<file path="src/rtl/pe_pkg.sv">
// Shared PE definitions: loader FSM state encoding and default datapath/scratchpad sizes.
package pe_pkg;

    typedef enum logic [1:0] {
        IDLE        = 2'd0,
        LOAD_FILTER = 2'd1,
        LOAD_IFMAP  = 2'd2,
        READY       = 2'd3
    } loader_state_t;

    localparam int unsigned PeWidth     = 4;
    localparam int unsigned PeSizeIfmap = 4;
    localparam int unsigned PeSizeSram  = 4;

endpackage

</file>
<file path="src/rtl/pe_spad_write_port.sv">
// One scratchpad write port: address counter plus a registered wen/addr/din stage.
// A fire in cycle t produces the write on the port in cycle t+1.
module pe_spad_write_port #(
    parameter int unsigned WIDTH      = 4,
    parameter int unsigned SIZE       = 4,
    parameter int unsigned ADDR_WIDTH = $clog2(SIZE)
) (
    input  logic                  clk,
    input  logic                  rst,
    input  logic                  clear,
    input  logic                  fire,
    input  logic [WIDTH-1:0]      data,
    output logic                  wen,
    output logic [ADDR_WIDTH-1:0] addr,
    output logic [WIDTH-1:0]      din,
    output logic                  last
);

    localparam logic [ADDR_WIDTH-1:0] LastAddr = ADDR_WIDTH'(SIZE - 1);

    logic [ADDR_WIDTH-1:0] cnt_q, cnt_d;
    logic                  wen_q, wen_d;
    logic [ADDR_WIDTH-1:0] addr_q, addr_d;
    logic [WIDTH-1:0]      din_q, din_d;

    always_comb begin
        cnt_d  = cnt_q;
        wen_d  = fire;
        addr_d = addr_q;
        din_d  = din_q;
        if (fire) begin
            addr_d = cnt_q;
            din_d  = data;
        end
        // Clear wins over increment so the final word of a phase leaves the counter at 0.
        if (clear) begin
            cnt_d = '0;
        end else if (fire && (cnt_q != LastAddr)) begin
            cnt_d = cnt_q + ADDR_WIDTH'(1);
        end
    end

    always_ff @(posedge clk) begin
        if (rst) begin
            cnt_q  <= '0;
            wen_q  <= 1'b0;
            addr_q <= '0;
            din_q  <= '0;
        end else begin
            cnt_q  <= cnt_d;
            wen_q  <= wen_d;
            addr_q <= addr_d;
            din_q  <= din_d;
        end
    end

    assign wen  = wen_q;
    assign addr = addr_q;
    assign din  = din_q;
    assign last = (cnt_q == LastAddr);

endmodule

</file>
<file path="src/rtl/pe_spad_loader.sv">
// Write-side feeder for a PE's filter SRAM and ifmap RF from a valid/ready word stream.
// Optional PE_LOADER_KEEP_FILTER_EN adds keep_filter so start can skip the filter load.
module pe_spad_loader
    import pe_pkg::*;
#(
    parameter int unsigned WIDTH             = PeWidth,
    parameter int unsigned SIZE_IFMAP        = PeSizeIfmap,
    parameter int unsigned ADDR_WIDTH_IFMAP  = $clog2(SIZE_IFMAP),
    parameter int unsigned SIZE_SRAM         = PeSizeSram,
    parameter int unsigned ADDR_WIDTH_FILTER = $clog2(SIZE_SRAM)
) (
    input  logic                         clk,
    input  logic                         rst,
    input  logic                         start,
    input  logic                         ifmap_release,
`ifdef PE_LOADER_KEEP_FILTER_EN
    input  logic                         keep_filter,
`endif
    input  logic                         in_valid,
    input  logic [WIDTH-1:0]             in_data,
    output logic                         in_ready,
    output logic                         filter_wen,
    output logic [ADDR_WIDTH_FILTER-1:0] filter_w_addr,
    output logic [WIDTH-1:0]             filter_din,
    output logic                         ifmap_wen,
    output logic [ADDR_WIDTH_IFMAP-1:0]  ifmap_w_addr,
    output logic [WIDTH-1:0]             ifmap_din,
    output logic                         loaded,
    output logic                         busy
);

    loader_state_t state_q, state_d;
    loader_state_t entry_state;
    logic          loaded_q, loaded_d;
    logic          skip_filter;
    logic          handshake;
    logic          filter_fire, ifmap_fire;
    logic          filter_clear, ifmap_clear;
    logic          filter_last, ifmap_last;

`ifdef PE_LOADER_KEEP_FILTER_EN
    assign skip_filter = keep_filter;
`else
    assign skip_filter = 1'b0;
`endif

    assign entry_state = skip_filter ? LOAD_IFMAP : LOAD_FILTER;
    assign busy        = (state_q == LOAD_FILTER) || (state_q == LOAD_IFMAP);
    assign in_ready    = busy;
    assign handshake   = in_valid && in_ready;
    assign filter_fire = handshake && (state_q == LOAD_FILTER);
    assign ifmap_fire  = handshake && (state_q == LOAD_IFMAP);

    always_comb begin
        state_d = state_q;
        unique case (state_q)
            IDLE: begin
                if (start) begin
                    state_d = entry_state;
                end
            end
            LOAD_FILTER: begin
                if (filter_fire && filter_last) begin
                    state_d = LOAD_IFMAP;
                end
            end
            LOAD_IFMAP: begin
                if (ifmap_fire && ifmap_last) begin
                    state_d = READY;
                end
            end
            READY: begin
                if (start) begin
                    state_d = entry_state;
                end else if (ifmap_release) begin
                    state_d = LOAD_IFMAP;
                end
            end
            default: state_d = IDLE;
        endcase
    end

    // Counters restart on every phase entry and exit.
    assign filter_clear = (state_d != state_q) &&
                          ((state_d == LOAD_FILTER) || (state_q == LOAD_FILTER));
    assign ifmap_clear  = (state_d != state_q) &&
                          ((state_d == LOAD_IFMAP) || (state_q == LOAD_IFMAP));

    // Staying in READY for a second cycle means the last write has landed in the pad.
    assign loaded_d = (state_q == READY) && (state_d == READY);

    always_ff @(posedge clk) begin
        if (rst) begin
            state_q  <= IDLE;
            loaded_q <= 1'b0;
        end else begin
            state_q  <= state_d;
            loaded_q <= loaded_d;
        end
    end

    assign loaded = loaded_q;

    pe_spad_write_port #(
        .WIDTH      (WIDTH),
        .SIZE       (SIZE_SRAM),
        .ADDR_WIDTH (ADDR_WIDTH_FILTER)
    ) u_filter_port (
        .clk   (clk),
        .rst   (rst),
        .clear (filter_clear),
        .fire  (filter_fire),
        .data  (in_data),
        .wen   (filter_wen),
        .addr  (filter_w_addr),
        .din   (filter_din),
        .last  (filter_last)
    );

    pe_spad_write_port #(
        .WIDTH      (WIDTH),
        .SIZE       (SIZE_IFMAP),
        .ADDR_WIDTH (ADDR_WIDTH_IFMAP)
    ) u_ifmap_port (
        .clk   (clk),
        .rst   (rst),
        .clear (ifmap_clear),
        .fire  (ifmap_fire),
        .data  (in_data),
        .wen   (ifmap_wen),
        .addr  (ifmap_w_addr),
        .din   (ifmap_din),
        .last  (ifmap_last)
    );

`ifndef SYNTHESIS
    wen_exclusive_a: assert property (@(posedge clk) disable iff (rst)
        !(filter_wen && ifmap_wen));
`endif

endmodule

</file>
<file path="config.mk">
export PLATFORM = sky130hd
export DESIGN_NAME = pe_spad_loader
export DESIGN_NICKNAME = d
export VERILOG_FILES = /design/src/rtl/pe_pkg.sv /design/src/rtl/pe_spad_write_port.sv /design/src/rtl/pe_spad_loader.sv
export SDC_FILE = /design/constraint.sdc
export NUM_CORES = 1
export LEC_CHECK = 0
export CAP_MARGIN = 20
export CORE_ASPECT_RATIO = 1.1
export CORE_UTILIZATION = 48
export DETAILED_ROUTE_END_ITERATION = 10
export PLACE_DENSITY = 0.76
export RECOVER_POWER = 25
export SETUP_SLACK_MARGIN = 0.3
export SLEW_MARGIN = 20
export SYNTH_ARGS = -nofsm -noshare
export SYNTH_HDL_FRONTEND = slang
export SYNTH_HIERARCHICAL = 1
export SYNTH_SLANG_ARGS = --single-unit
</file>
<file path="constraint.sdc">
create_clock -name clk -period 2.6 [get_ports clk]
set_input_delay 0.52 -clock clk [delete_from_list [all_inputs] [get_ports clk]]
set_output_delay 0.52 -clock clk [all_outputs]
set_load 0.05 [all_outputs]
</file>
==> flow_summary.json <==
{
  "status": "complete, no violations",
  "cts_resized": 0,
  "power_uw": 599,
  "final.min_clock_period_ns": 2.23,
  "min_path_cells": 2,
  "grt_pass1_wl_mm": 3.34,
  "tightest_slew_ns": 0.758,
  "hpwl_mm": 1.54,
  "crit_type": "flip-flop to flip-flop",
  "post-route-period-util": 0.856,
  "dieArea_sq_mm": 0.00248,
  "io_pins": 26,
  "post_cts_buffers": 0,
  "grt_max_degree": 22,
  "ir_drop_v": 0.000334,
  "required_ns": 2.76,
  "finalMaxSlewViolations": 0,
  "antenna_found_initial": 0,
  "clock_path_buffers": 2,
  "min_path_type": "flip-flop to flip-flop",
  "dpl-instance-area_sq_mm": 0.00134,
  "final-hold-violation-count": 0,
  "arrival_ns": 2.39,
  "setup_viol": 0,
  "postCtsHoldBufs": 0,
  "antenna_cells": 0,
  "initial_utilization": 0.526,
  "wl_per_cell_microns": 12.9,
  "rsz0062_at_grt": "false",
  "clk_pin_slew_ns": 0.11,
  "yosys.cell_types.count": 36,
  "n_fill_cell": 195,
  "design_area_sq_mm": 0.00136,
  "grtUsageTotal": 0.186,
  "die_x_microns": 47.6,
  "drt_iter0_drc": 10,
  "cts_root_buf": "clkbuf_4",
  "skew_ns": 0.00484,
  "cp_top_family": "compound AO/OA/AOI/OAI gates",
  "cts_tree": "done",
  "gp_congestion": 0.904,
  "ant_nets": 0,
  "pwr_density_cell_mw_per_mm2": 441,
  "crit_fanout": 13,
  "end_kind": "flip-flop",
  "cpPeakStageDelay_ns": 0.54,
  "avgSynthCellArea_sq_um": 9.87,
  "yosysWarnings": 6,
  "ys_seq_area_frac": 0.384,
  "port-buffer-count": 25,
  "grt_pass1_vias": 837,
  "cp-start-kind": "flip-flop",
  "wl_mm": 2.09,
  "syn_area_sq_mm": 0.00110,
  "fmax_mhz": 449,
  "cts_sinks": 21,
  "layout-drive-gt1-share": 0.112,
  "num_vias": 875,
  "critPathSlowestCell": "dfxtp_1",
  "drc": 0,
  "area_delta_synth_final_pct": 24.0,
  "slew_headroom": 0.493,
  "numCtsBuffers": 3,
  "vias_per_cell": 5.40,
  "firstDrtPassIters": 4,
  "cp_num_cells": 7,
  "nNetsFinal": 150,
  "p_leak_nw": 0.473,
  "syn-num-nets": 126,
  "die_h_microns": 52.1,
  "synth_cells": 111,
  "clock_latency_ns": 0.30,
  "cap_violations": 0,
  "htreeDepth": 1,
  "row_count": 17,
  "r2r_cells": 7,
  "grt_remaining_overflow": 0,
  "worst-path-buf-inv": 1,
  "worstPathCellList": "inv_1 -> ha_1 -> o21ba_2 -> a21boi_1 -> o221ai_1 -> a211oi_2 -> nor3_1",
  "core-area_sq_mm": 0.00208,
  "ys_ff_latch": 21,
  "fin_setup_tns_ns": 0
}
[cell type report]
class,instances,area (sq um),share of cell area
timing repair buffer,26,249,0.183
tap,28,35.0,0.0258
sequential,21,420,0.309
clock inverter,1,5.00,0.00368
inverter,3,11.3,0.00829
clock buffer,3,22.5,0.0166
multi-input combinational,80,616,0.453
[worst paths after layout]
check	start	end	slack (ns)
min reg2reg	u_ifmap_port/addr[0]	u_ifmap_port/addr[0]	0.51
max reg2reg	state_q[1]	u_ifmap_port/cnt_q[0]	0.37
max	state_q[1]	u_ifmap_port/cnt_q[0]	0.37
min	u_ifmap_port/addr[0]	u_ifmap_port/addr[0]	0.51
[state kept, by name, indices dropped and copies added (netlist names)]
register             flops
u_ifmap_port/addr        2
u_filter_port/cnt_q      2
state_q                  2
loaded                   1
u_filter_port/din        4
u_ifmap_port/din         4
u_ifmap_port/wen         1
u_filter_port/wen        1
u_filter_port/addr       2
u_ifmap_port/cnt_q       2
[worst register-to-register path, stage by stage, from the launching register on]
cell	delay, ns
dfxtp_1	0.54
inv_1	0.16
ha_1	0.35
o21ba_2	0.31
a21boi_1	0.21
o221ai_1	0.17
a211oi_2	0.28
nor3_1	0.09
[power by group]
part           switching, mW  total, mW  internal (mW)
registers            0.00401      0.332          0.328
clock network         0.0953      0.153         0.0573
logic                 0.0675      0.115         0.0471
total                  0.167      0.599          0.432
[through the flow]
stage / instances / hold WS, ns / util / worst slack, ns
3_3_place_gp: 158 / 0.477 / 0.641 / 0.412
3_5_place_dp: 158 / 0.492 / 0.641 / 0.383
4_1_cts: 162 / 0.521 / 0.654 / 0.369
5_1_grt: 162 / 0.552 / 0.652 / 0.204
6_report: 162 / 0.513 / 0.652 / 0.373
2_1_floorplan: 111 / 0.490 / - / 0.535
[per-layer routing]
| metal | up-vias | part of all wire | global-route usage |
|---|---|---|---|
| li1 | 437 | - | - |
| met1 | 412 | 0.46 | 0.229 |
| met2 | 24 | 0.50 | 0.322 |
| met3 | 2 | 0.035 | 0.0208 |
| met4 | 0 | 0.0057 | 0.0694 |
| met5 | - | 0 | 0 |
[synth_stat cells]
cell	number	area (sq um)
nand2b_1	2	12.5
a21boi_1	2	15.0
a221oi_2	1	15.0
o221ai_1	1	8.76
and3_2	1	7.51
or2_1	1	6.26
a31o_2	1	8.76
a31oi_1	1	6.26
o211ai_1	1	7.51
nand3b_1	2	15.0
buf_6	2	22.5
ha_1	6	75.1
nand4_1	1	6.26
nor2_1	16	60.1
a211oi_2	2	25.0
o221a_2	1	11.3
a21oi_1	2	10.0
inv_1	3	11.3
buf_4	1	7.51
clkbuf_1	2	7.51
mux2i_1	15	150
a2bb2oi_1	1	8.76
nand2_1	1	3.75
nor4b_2	1	15.0
nand3_1	1	5.00
xnor2_1	2	17.5
a211oi_1	2	15.0
dfxtp_1	21	420
and2_1	2	12.5
a311oi_1	1	8.76
buf_2	2	10.0
nor2b_1	2	12.5
nor3_1	6	30.0
nor2b_4	2	27.5
o21ba_2	1	10.0
o21ai_0	2	10.0
[cells in the final DEF, fill, tap and decap left out, types with 2 or more instances in the layout]
cell type | Yosys | layout
a21boi_1 | 2 | 2
dfxtp_1 | 21 | 21
a21oi_1 | 2 | 2
clkbuf_4 | 0 | 3
mux2i_1 | 15 | 15
buf_4 | 1 | 2
nor2b_4 | 2 | 2
ha_1 | 6 | 6
clkdlybuf4s50_1 | 0 | 23
nand2b_1 | 2 | 2
a211oi_2 | 2 | 2
inv_1 | 3 | 3
nand3b_1 | 2 | 2
nor2_1 | 16 | 16
a211oi_1 | 2 | 2
nor2b_1 | 2 | 2
nor3_1 | 6 | 6
xnor2_1 | 2 | 2
[cell families (layout without fill, tap and decap cells)]
kind of cell / count (synthesis) / after routing / synth area share
xor+xnor: 2 / 2 / 0.0160
flops: 21 / 21 / 0.384
compound gates: 19 / 19 / 0.146
mux: 15 / 15 / 0.137
simple gates: 38 / 38 / 0.195
fa+ha+maj: 6 / 6 / 0.0685
buf+inv: 10 / 33 / 0.0537
Power figures use the tool's default switching activity.
